$ cat src/rtl/alu_pkg.sv
// Shared definitions for the ALU arbiter: op-code constants and FSM state encoding.
package alu_pkg;

    localparam int unsigned ALU_OPW = 3;

    localparam logic [ALU_OPW-1:0] ALU_ADD = 3'b000;
    localparam logic [ALU_OPW-1:0] ALU_SUB = 3'b001;
    localparam logic [ALU_OPW-1:0] ALU_AND = 3'b010;
    localparam logic [ALU_OPW-1:0] ALU_OR  = 3'b011;
    localparam logic [ALU_OPW-1:0] ALU_NOT = 3'b100;
    localparam logic [ALU_OPW-1:0] ALU_SLT = 3'b101;

    typedef enum logic [1:0] {
        IDLE = 2'd0,
        EXEC = 2'd1,
        RESP = 2'd2
    } arb_state_e;

endpackage

$ cat src/rtl/rr_arb2.sv
// Two-input grant: round-robin on ties when RR_EN is set, else requester 0 wins ties.
module rr_arb2 #(
    parameter bit RR_EN = 1'b1
) (
    input  logic valid0_i,
    input  logic valid1_i,
    input  logic last_grant_i,
    output logic gnt0_o,
    output logic gnt1_o,
    output logic gnt_idx_o
);

    always_comb begin
        gnt0_o = 1'b0;
        gnt1_o = 1'b0;
        if (valid0_i && valid1_i) begin
            // On a tie, hand the grant to whichever side did not win last time.
            if (RR_EN && !last_grant_i) begin
                gnt1_o = 1'b1;
            end else begin
                gnt0_o = 1'b1;
            end
        end else begin
            gnt0_o = valid0_i;
            gnt1_o = valid1_i;
        end
        gnt_idx_o = gnt1_o;
    end

endmodule

$ cat src/rtl/alu_arbiter.sv
// Shares one external combinational ALU between two requesters; one operation in
// flight, operands and results held in registers, response returned to the owner.
module alu_arbiter
    import alu_pkg::*;
#(
    parameter int unsigned WIDTH = 32,
    parameter int unsigned OPW   = 3,
    parameter bit          RR_EN = 1'b1
) (
    input  logic             clk,
    input  logic             rst,
    input  logic             req0_valid,
    output logic             req0_ready,
    input  logic [WIDTH-1:0] req0_num1,
    input  logic [WIDTH-1:0] req0_num2,
    input  logic [OPW-1:0]   req0_op,
    input  logic             req1_valid,
    output logic             req1_ready,
    input  logic [WIDTH-1:0] req1_num1,
    input  logic [WIDTH-1:0] req1_num2,
    input  logic [OPW-1:0]   req1_op,
    output logic             rsp0_valid,
    input  logic             rsp0_ready,
    output logic [WIDTH-1:0] rsp0_result,
    output logic             rsp0_zero,
    output logic             rsp1_valid,
    input  logic             rsp1_ready,
    output logic [WIDTH-1:0] rsp1_result,
    output logic             rsp1_zero,
    output logic [WIDTH-1:0] alu_num1,
    output logic [WIDTH-1:0] alu_num2,
    output logic [OPW-1:0]   alu_op,
    input  logic [WIDTH-1:0] alu_result,
    input  logic             alu_zero,
    output logic             busy
);

    arb_state_e       state_q, state_d;
    logic [WIDTH-1:0] num1_q, num1_d;
    logic [WIDTH-1:0] num2_q, num2_d;
    logic [OPW-1:0]   op_q, op_d;
    logic [WIDTH-1:0] result_q, result_d;
    logic             zero_q, zero_d;
    logic             owner_q, owner_d;
    logic             last_q, last_d;

    logic gnt0, gnt1, gnt_idx;
    logic in_idle;
    logic owner_rsp_ready;

    rr_arb2 #(
        .RR_EN(RR_EN)
    ) u_arb (
        .valid0_i    (req0_valid),
        .valid1_i    (req1_valid),
        .last_grant_i(last_q),
        .gnt0_o      (gnt0),
        .gnt1_o      (gnt1),
        .gnt_idx_o   (gnt_idx)
    );

    assign in_idle         = (state_q == IDLE);
    assign owner_rsp_ready = owner_q ? rsp1_ready : rsp0_ready;

    // Ready is forced low while reset is asserted, even though state already reads IDLE.
    assign req0_ready = in_idle & gnt0 & ~rst;
    assign req1_ready = in_idle & gnt1 & ~rst;

    always_comb begin
        state_d  = state_q;
        num1_d   = num1_q;
        num2_d   = num2_q;
        op_d     = op_q;
        result_d = result_q;
        zero_d   = zero_q;
        owner_d  = owner_q;
        last_d   = last_q;
        unique case (state_q)
            IDLE: begin
                if (gnt0 || gnt1) begin
                    num1_d  = gnt_idx ? req1_num1 : req0_num1;
                    num2_d  = gnt_idx ? req1_num2 : req0_num2;
                    op_d    = gnt_idx ? req1_op   : req0_op;
                    owner_d = gnt_idx;
                    last_d  = gnt_idx;
                    state_d = EXEC;
                end
            end
            EXEC: begin
                result_d = alu_result;
                zero_d   = alu_zero;
                state_d  = RESP;
            end
            RESP: begin
                if (owner_rsp_ready) begin
                    state_d = IDLE;
                end
            end
            default: state_d = IDLE;
        endcase
    end

    always_ff @(posedge clk or posedge rst) begin
        if (rst) begin
            state_q  <= IDLE;
            num1_q   <= '0;
            num2_q   <= '0;
            op_q     <= '0;
            result_q <= '0;
            zero_q   <= 1'b0;
            owner_q  <= 1'b0;
            last_q   <= 1'b1;
        end else begin
            state_q  <= state_d;
            num1_q   <= num1_d;
            num2_q   <= num2_d;
            op_q     <= op_d;
            result_q <= result_d;
            zero_q   <= zero_d;
            owner_q  <= owner_d;
            last_q   <= last_d;
        end
    end

    assign alu_num1 = num1_q;
    assign alu_num2 = num2_q;
    assign alu_op   = op_q;

    // Both channels always carry the captured result; only valid is steered to the owner.
    assign rsp0_valid  = (state_q == RESP) & ~owner_q;
    assign rsp1_valid  = (state_q == RESP) &  owner_q;
    assign rsp0_result = result_q;
    assign rsp1_result = result_q;
    assign rsp0_zero   = zero_q;
    assign rsp1_zero   = zero_q;
    assign busy        = ~in_idle;

endmodule
$ cat config.mk
export PLATFORM = sky130hd
export DESIGN_NAME = alu_arbiter
export DESIGN_NICKNAME = d
export VERILOG_FILES = /design/src/rtl/alu_pkg.sv /design/src/rtl/rr_arb2.sv /design/src/rtl/alu_arbiter.sv
export SDC_FILE = /design/constraint.sdc
export NUM_CORES = 1
export LEC_CHECK = 0
export CAP_MARGIN = 40
export CELL_PAD_IN_SITES_DETAIL_PLACEMENT = 2
export CELL_PAD_IN_SITES_GLOBAL_PLACEMENT = 2
export CORE_ASPECT_RATIO = 1.5
export CORE_MARGIN = 10
export CORE_UTILIZATION = 22
export DETAILED_ROUTE_END_ITERATION = 7
export HOLD_SLACK_MARGIN = 0.12
export PLACE_DENSITY_LB_ADDON = 0.25
export SKIP_LAST_GASP = 1
export SYNTH_ARGS = -nofsm -noshare
export SYNTH_HDL_FRONTEND = slang
export SYNTH_SLANG_ARGS = --single-unit
$ cat constraint.sdc
create_clock -name clk -period 3.98 [get_ports clk]
set_input_delay 0.796 -clock clk [delete_from_list [all_inputs] [get_ports clk]]
set_output_delay 0.796 -clock clk [all_outputs]
set_load 0.1 [all_outputs]
==> flow_results.org, run 1 <==
** Layout
- Ratio of cells with drive above 1 in the final layout :: 0.439
- Net total in the final layout :: ~920
- Growth of design area from synthesis to finish :: 125%

** Clocking
- TritonCTS built the clock tree.
- Maximum number of buffers from clock root to sink :: 2
- At the later pin of the worst-skew pair, clock insertion delay measures between 0.3 and 0.4 ns.
- Worst-path clk slew :: about 0.070 ns
- Buffers inserted during clock tree synthesis total 9.
- In this run, post-CTS hold repair placed 0 buffers.
- Number of H-tree branching levels :: 3
- In this run, post-CTS repair resized a total of 0 instances.
- Counting every sink on the clock net gives approximately 100.
- The root buffer cell chosen for the clock tree is sky130_fd_sc_hd__clkbuf_16.
- In this run the post-CTS setup repair buffer count came out at 0.

** Routing
- Total via count in the routed design :: between 4000 and 5000
- The first TritonRoute pass finished after 4 iterations.
- After detailed routing, the total wire length is around 23 mm.
- Average via count per standard cell :: 4.24
- Drt first-iter violations :: roughly 130
- In this run the remaining antenna-violating nets after routing total 0.
- Dividing the detail-routed wire length by the instance count gives approximately 22 um.
- DR DRC count :: 0

** Floorplanning
- Measured along the x axis, the die boundary spans around 140 um.
- The floorplan step defined a die boundary enclosing 29400 um2.
- During I/O placement, the number of pins put on the boundary was slightly above 300.
- # rows :: 67
- The region available for standard cell placement spans 22400 um2.
- In this run the vertical extent of the chip is approximately 200 um.
- For this configuration, the core starts out at a cell density of 0.224.

** Logic synthesis
- Unique cell type count in the Yosys netlist :: 19
- The commonest cells after synthesis are 152 x sky130_fd_sc_hd__mux2_2, 103 x sky130_fd_sc_hd__dfrtp_1, 34 x sky130_fd_sc_hd__buf_4.
- Synth warn :: 0
- For this run, the register share of the synthesized area comes to 0.519.
- Post-Syn Instances :: 343
- The number of nets in the synthesized netlist is slightly above 500.
- In the synthesized netlist the async set-or-reset flop fraction comes to 1.00.
- After synthesis, the cell types taking the most area are sky130_fd_sc_hd__dfrtp_1 51%, sky130_fd_sc_hd__mux2_2 34%, sky130_fd_sc_hd__buf_4 5.1%, sky130_fd_sc_hd__mux2_4 4.8%, sky130_fd_sc_hd__buf_2 1.4%.
- Post-synthesis cell type with the largest combined area :: sky130_fd_sc_hd__dfrtp_1
- Number of enable-type register cells in the synthesized netlist :: 0
- Library cell with the highest instance count after synthesis :: sky130_fd_sc_hd__mux2_2
- Synth Register Bits :: 104
- Averaged over all synthesized cells, the footprint is ~15 um2.
- Prevailing post-synth register cell :: sky130_fd_sc_hd__dfrtp_1
- The cell area that synthesis handed to floorplanning was approximately 5000 um2.
- Yosys top cell area share :: 0.514

** Timing
- Part of the cycle the worst path needs :: 0.771
- Setup violations remaining at the end of the flow were counted as 0.
- Final Slew Violations :: 0
- The worst path in the final design needs a cycle of between 3 and 4 ns, including I/O delays and setup.
- At the pin with the least slew margin, the transition time is between 0.7 and 0.8 ns.
- Headroom to the max-slew limit :: 0.516
- Summed over all failing endpoints, the final setup total negative slack is 0 ns.
- Clock skew on the completed layout was measured at 0.0157 ns.
- Maximum clock frequency :: ~330 MHz
- The number of endpoints with negative hold slack in the final report was 0.
- Setup repair after global routing left no endpoint under its margin.

** Global route
- GR Overflow Total :: 0
- Vias in the first global route :: 5416
- Total Routing Usage GR :: 0.158
- Pin count of the biggest net entering global routing :: 54
- Antenna violations before repair :: 3
- Global-route wire length before repair :: between 30 and 40 mm

** Setup path
- On the worst path, the slowest cell contributes a delay of 0.57 ns.
- Traced cell by cell, the critical path runs through clkdlybuf4s50_1 -> a21bo_4 -> nor3_2 -> buf_4.
- Maximum fanout along the worst path :: 19
- Type of element capturing the critical path :: output pin
- Data arrival time of the critical path :: roughly 2.3 ns
- Worst endpoint required time :: around 3.2 ns
- Critical path type :: in2out
- The slowest stage of the critical path is the sky130_fd_sc_hd__clkdlybuf4s50_1 cell.
- Critical path launch point type :: primary input

** Place
- The wire-length estimate of the detail-placed layout is 19.8 mm.
- RD Place Congestion :: slightly below 0.7
- The count of buffers added on input and output ports is 310.

** Outcome
- The flow ran to the end, and the final reports show no timing, DRC or antenna violations.

** Worst hold path
- The worst hold path belongs to the class reg2reg.

** Flow run
- Total of max-cap violations :: 0
## cells by family after synthesis
| kind of cell | Yosys count | synth area share |
|---|---|---|
| compound gates | 7 | 0.00898 |
| buf+inv | 57 | 0.0761 |
| flops | 104 | 0.519 |
| mux | 168 | 0.389 |
| simple gates | 7 | 0.00673 |
## registers in the layout, indices dropped and copies added, names as in the netlist
name	count
alu_num1	32
rsp0_zero	1
last_q	1
alu_num2	32
rsp0_result	32
state_q	2
owner_q	1
alu_op	3
## worst max-delay path, delay by kind of cell
| family | cells | cell delay [ns] |
|---|---|---|
| AOI/OAI and AO/OA | 1 | 0.37 |
| buffers and inverters | 2 | 0.89 |
| and+or+nand+nor | 1 | 0.20 |
## cell usage in the layout (no fill, tap or decap), types with 3 or more instances in the layout
master / count
sky130_fd_sc_hd__mux2_4: 16
sky130_fd_sc_hd__nor2_1: 3
sky130_fd_sc_hd__clkbuf_16: 9
sky130_fd_sc_hd__inv_1: 3
sky130_fd_sc_hd__dfrtp_1: 103
sky130_fd_sc_hd__diode_2: 3
sky130_fd_sc_hd__clkdlybuf4s50_1: 308
sky130_fd_sc_hd__mux2_2: 152
sky130_fd_sc_hd__buf_16: 60
sky130_fd_sc_hd__buf_8: 76
sky130_fd_sc_hd__buf_4: 3
sky130_fd_sc_hd__buf_12: 3
## layout make-up
type / instances / area [um2]
sequential: 104 / 2600
fill: 2035 / 11100
multi-input combinational: 182 / 2050
antenna: 3 / 7.51
clock inverter: 5 / 63.8
tap: 276 / 345
clock buffer: 11 / 253
timing repair buffer: 450 / 5960
inverter: 4 / 17.5
## per-stage QoR
stage	hold WS (ns)	instances	cell area (um2)	worst slack [ns]	utilization
6_report	0.508	1035	11300	0.912	0.505
5_1_grt	0.529	1035	11300	0.869	0.505
4_1_cts	0.513	1032	11300	0.886	0.505
3_5_place_dp	0.498	1016	11000	0.885	0.491
3_3_place_gp	0.488	880	8190	0.953	0.366
2_1_floorplan	0.510	343	5030	0.453	-
## final timing paths
check	to	start	slack [ns]	depth (start not counted)
max	req1_ready	req1_valid	0.91	4
min	alu_num2[27]	alu_num2[27]	0.51	1
max reg2reg	alu_num1[27]	last_q	1.80	4
min reg2reg	alu_num2[27]	alu_num2[27]	0.51	1
max in group asynchronous	alu_num2[0]	rst	2.19	3
min in group asynchronous	alu_num1[28]	rst	0.99	2
## routing by layer
metal  GRT usage  up-vias  wire [um]  share of wire
met5           0        -          0              0
li1            -     1991          -              -
met4      0.0446        0        345          0.015
met3      0.0658       19       2140          0.092
met2       0.310      192      13500           0.58
met1       0.143     2184       7200           0.31
Power of run 1 is left out: the tool's default activity adds up to more than one toggle a clock period on the data nets, which glitch-free logic cannot reach.
==> run 2, diff against run 1 <==
Clock period 3.98 ns to 2.9 ns, I/O delays scaled along.
==> flow_results.org, run 2 (synthesis results as in run 1) <==
** Layout
- The most common cell after layout, fill and taps aside is sky130_fd_sc_hd__clkdlybuf4s50_1 (unchanged).
- The signed area change from the synthesized netlist to the final layout came to 63.7% (was 125%).
- Most frequent cells in the layout :: 172 x sky130_fd_sc_hd__clkdlybuf4s50_1, 152 x sky130_fd_sc_hd__mux2_2, 137 x sky130_fd_sc_hd__buf_4, 103 x sky130_fd_sc_hd__dfrtp_1, 16 x sky130_fd_sc_hd__mux2_4 (was 308 x sky130_fd_sc_hd__clkdlybuf4s50_1, 152 x sky130_fd_sc_hd__mux2_2, 103 x sky130_fd_sc_hd__dfrtp_1, 76 x sky130_fd_sc_hd__buf_8, 60 x sky130_fd_sc_hd__buf_16)
- Ratio of cells with drive above 1 in the final layout :: 0.535 (was 0.439)
- Filler cells :: 2303 (was 2035)
- The post-route cell area is 8210 um2 (was 11300 um2).
- Net total in the final layout :: 790 (was 924)

** Place
- The count of input and output buffers is 310 (unchanged).
- The placed standard-cell area was 7920 um2 (was 11000 um2).
- The routability-driven placement congestion ratio was 0.703 (was 0.688).
- The post-detailed-placement half-perimeter wirelength is 15.6 mm (was 19.8 mm).

** Timing
- The number of failing setup endpoints in the final timing report came to 0 (unchanged).
- For the finished layout, the period the worst path requires is roughly 2.6 ns.
- Tightest Pin Transition :: 0.619 ns (was 0.725 ns)
- The worst-case hold slack came to 0.509 ns (was 0.508 ns).
- Unrepaired setup endpoints after global routing: false (unchanged).
- Part of the cycle the worst path needs :: 0.892
- The setup total negative slack came to 0 ns (unchanged).
- Final Slew Violations :: 0 (unchanged)
- The worst-case headroom to the max-slew limit came to 0.587 (was 0.516).
- Maximum clock frequency :: ~390 MHz
- Worst clock skew on the final layout :: 0.00702 ns (was 0.0157 ns)
- Endpoints failing hold :: 0 (unchanged)

** Clocking
- The root cell of the clock tree was sky130_fd_sc_hd__clkbuf_16 (unchanged).
- The number of clock sinks came to 104 (unchanged).
- The post-cts hold buffer count was 0 (unchanged).
- The worst-case clock buffer depth came to 2 (unchanged).
- The clock insertion delay at the later pin of the skew report was 0.35 ns (about the same).
- Clock tree from TritonCTS :: done (unchanged)
- The count of H-tree levels built during CTS was 3 (unchanged).
- The number of buffers created by CTS came to 9 (unchanged).
- Worst-path clk slew :: 0.06 ns (was 0.07 ns)
- Number of post-CTS setup repair buffers :: 0 (unchanged)
- The number of gates resized after cts came to 0 (unchanged).

** Setup path
- The biggest fanout along the worst timing path came to 22 (was 19).
- The data required time at the worst endpoint is 2.32 ns (was 3.18 ns).
- The delay contributed by the slowest stage of the critical path came to 0.55 ns (was 0.57 ns).
- Critical path type :: in2out (unchanged)
- The worst-path cell with the longest stage delay was sky130_fd_sc_hd__clkdlybuf4s50_1 (unchanged).
- The critical path launch point type was a primary input (unchanged).
- Type of element capturing the critical path :: output pin (unchanged)
- Critical path, cell by cell: clkdlybuf4s50_1 -> a21bo_4 -> nor3_2 -> buf_12 (was clkdlybuf4s50_1 -> a21bo_4 -> nor3_2 -> buf_4).
- The data arrival time of the critical path came to 2.01 ns (was 2.27 ns).

** Routing
- The initial DRC count came to 99 (was 127).
- The overall routed net length came to 19.3 mm (was 23.2 mm).
- Routed wirelength normalized by instance count :: 21.5 um (was 22.4 um)
- The total number of vias was 3836 (was 4386).
- The remaining number of nets flagged by the antenna check after routing came to 0 (unchanged).
- DR DRC count :: 0 (unchanged)
- Detailed Routing Iterations Pass 1 :: 4 (unchanged)
- Average via count per standard cell :: 4.27 (was 4.24)

** Floorplanning
- The number of ports placed on the die boundary was 311 (unchanged).
- The horizontal extent of the die came to 143 um (unchanged).
- The starting utilization of the core area is 0.224 (unchanged).
- Core Box Area :: 22400 um2 (unchanged)
- Overall die area :: 29400 um2 (unchanged)
- The chip height was 205 um (unchanged).
- The count of standard-cell rows came to 67 (unchanged).

** Global route
- The first-pass GRT wire length was 28.4 mm (was 34.8 mm).
- Total Routing Usage GR :: 0.128 (was 0.158)
- The met3 usage came to 0.0508 (was 0.0658).
- Met1 routing resource usage after global routing :: 0.118 (was 0.143)
- Antenna violations before repair :: 1 (was 3)
- The fraction of met2 tracks used by global routing was 0.245 (was 0.310).
- The pin count of the biggest net entering global routing came to 70 (was 54).
- The most utilized layer in the global route result is met2 (unchanged).
- Vias in the first global route :: 4594 (was 5416)
- GR Overflow Total :: 0 (unchanged)

** Outcome
- Outcome :: completed (unchanged)

** Flow run
- Total of max-cap violations :: 0 (unchanged)

** Worst hold path
- The class of the tightest hold or removal check was reg2reg (unchanged).
run 2: path summary, 6_finish.rpt:
kind	start	end	slack, ns	cells past startpoint
min in group asynchronous	rst	state_q[0]	0.78	3
worst min-delay path	alu_num1[9]	alu_num1[9]	0.51	1
worst max-delay path	req1_valid	req1_ready	0.31	4
max in group asynchronous	rst	alu_num1[6]	1.53	3
worst max register to register	last_q	alu_num1[24]	0.92	4
worst min register to register	alu_num1[9]	alu_num1[9]	0.51	1
run 2: worst max-delay path, delay by kind of cell:
| kind | cells | cell delay, ns |
|---|---|---|
| and+or+nand+nor | 1 | 0.29 |
| AOI/OAI and AO/OA | 1 | 0.38 |
| buffers and inverters | 2 | 0.76 |
run 2: cell type report:
class | count | area, um2 | area share
antenna | 1 | 2.50 | 0.000305
clock buffer | 12 | 246 | 0.0300
clock inverter | 3 | 42.5 | 0.00518
inverter | 4 | 18.8 | 0.00229
multi-input combinational | 182 | 2060 | 0.251
sequential | 104 | 2600 | 0.317
tap | 276 | 345 | 0.0420
timing repair buffer | 316 | 2890 | 0.352
run 2: layer usage:
layer	share of wire	wire (um)
met5	0	0
met2	0.57	11100
met1	0.32	6180
met4	0.015	287
met3	0.091	1750
run 2: per-stage QoR:
step	setup WS (ns)	cells	utilization
6_report	0.314	898	0.367
5_1_grt	0.241	898	0.367
2_1_floorplan	-0.0462	343	-
3_5_place_dp	0.244	882	0.354
4_1_cts	0.290	897	0.367
3_3_place_gp	0.307	881	0.353
Power of run 2 is left out for the same reason.
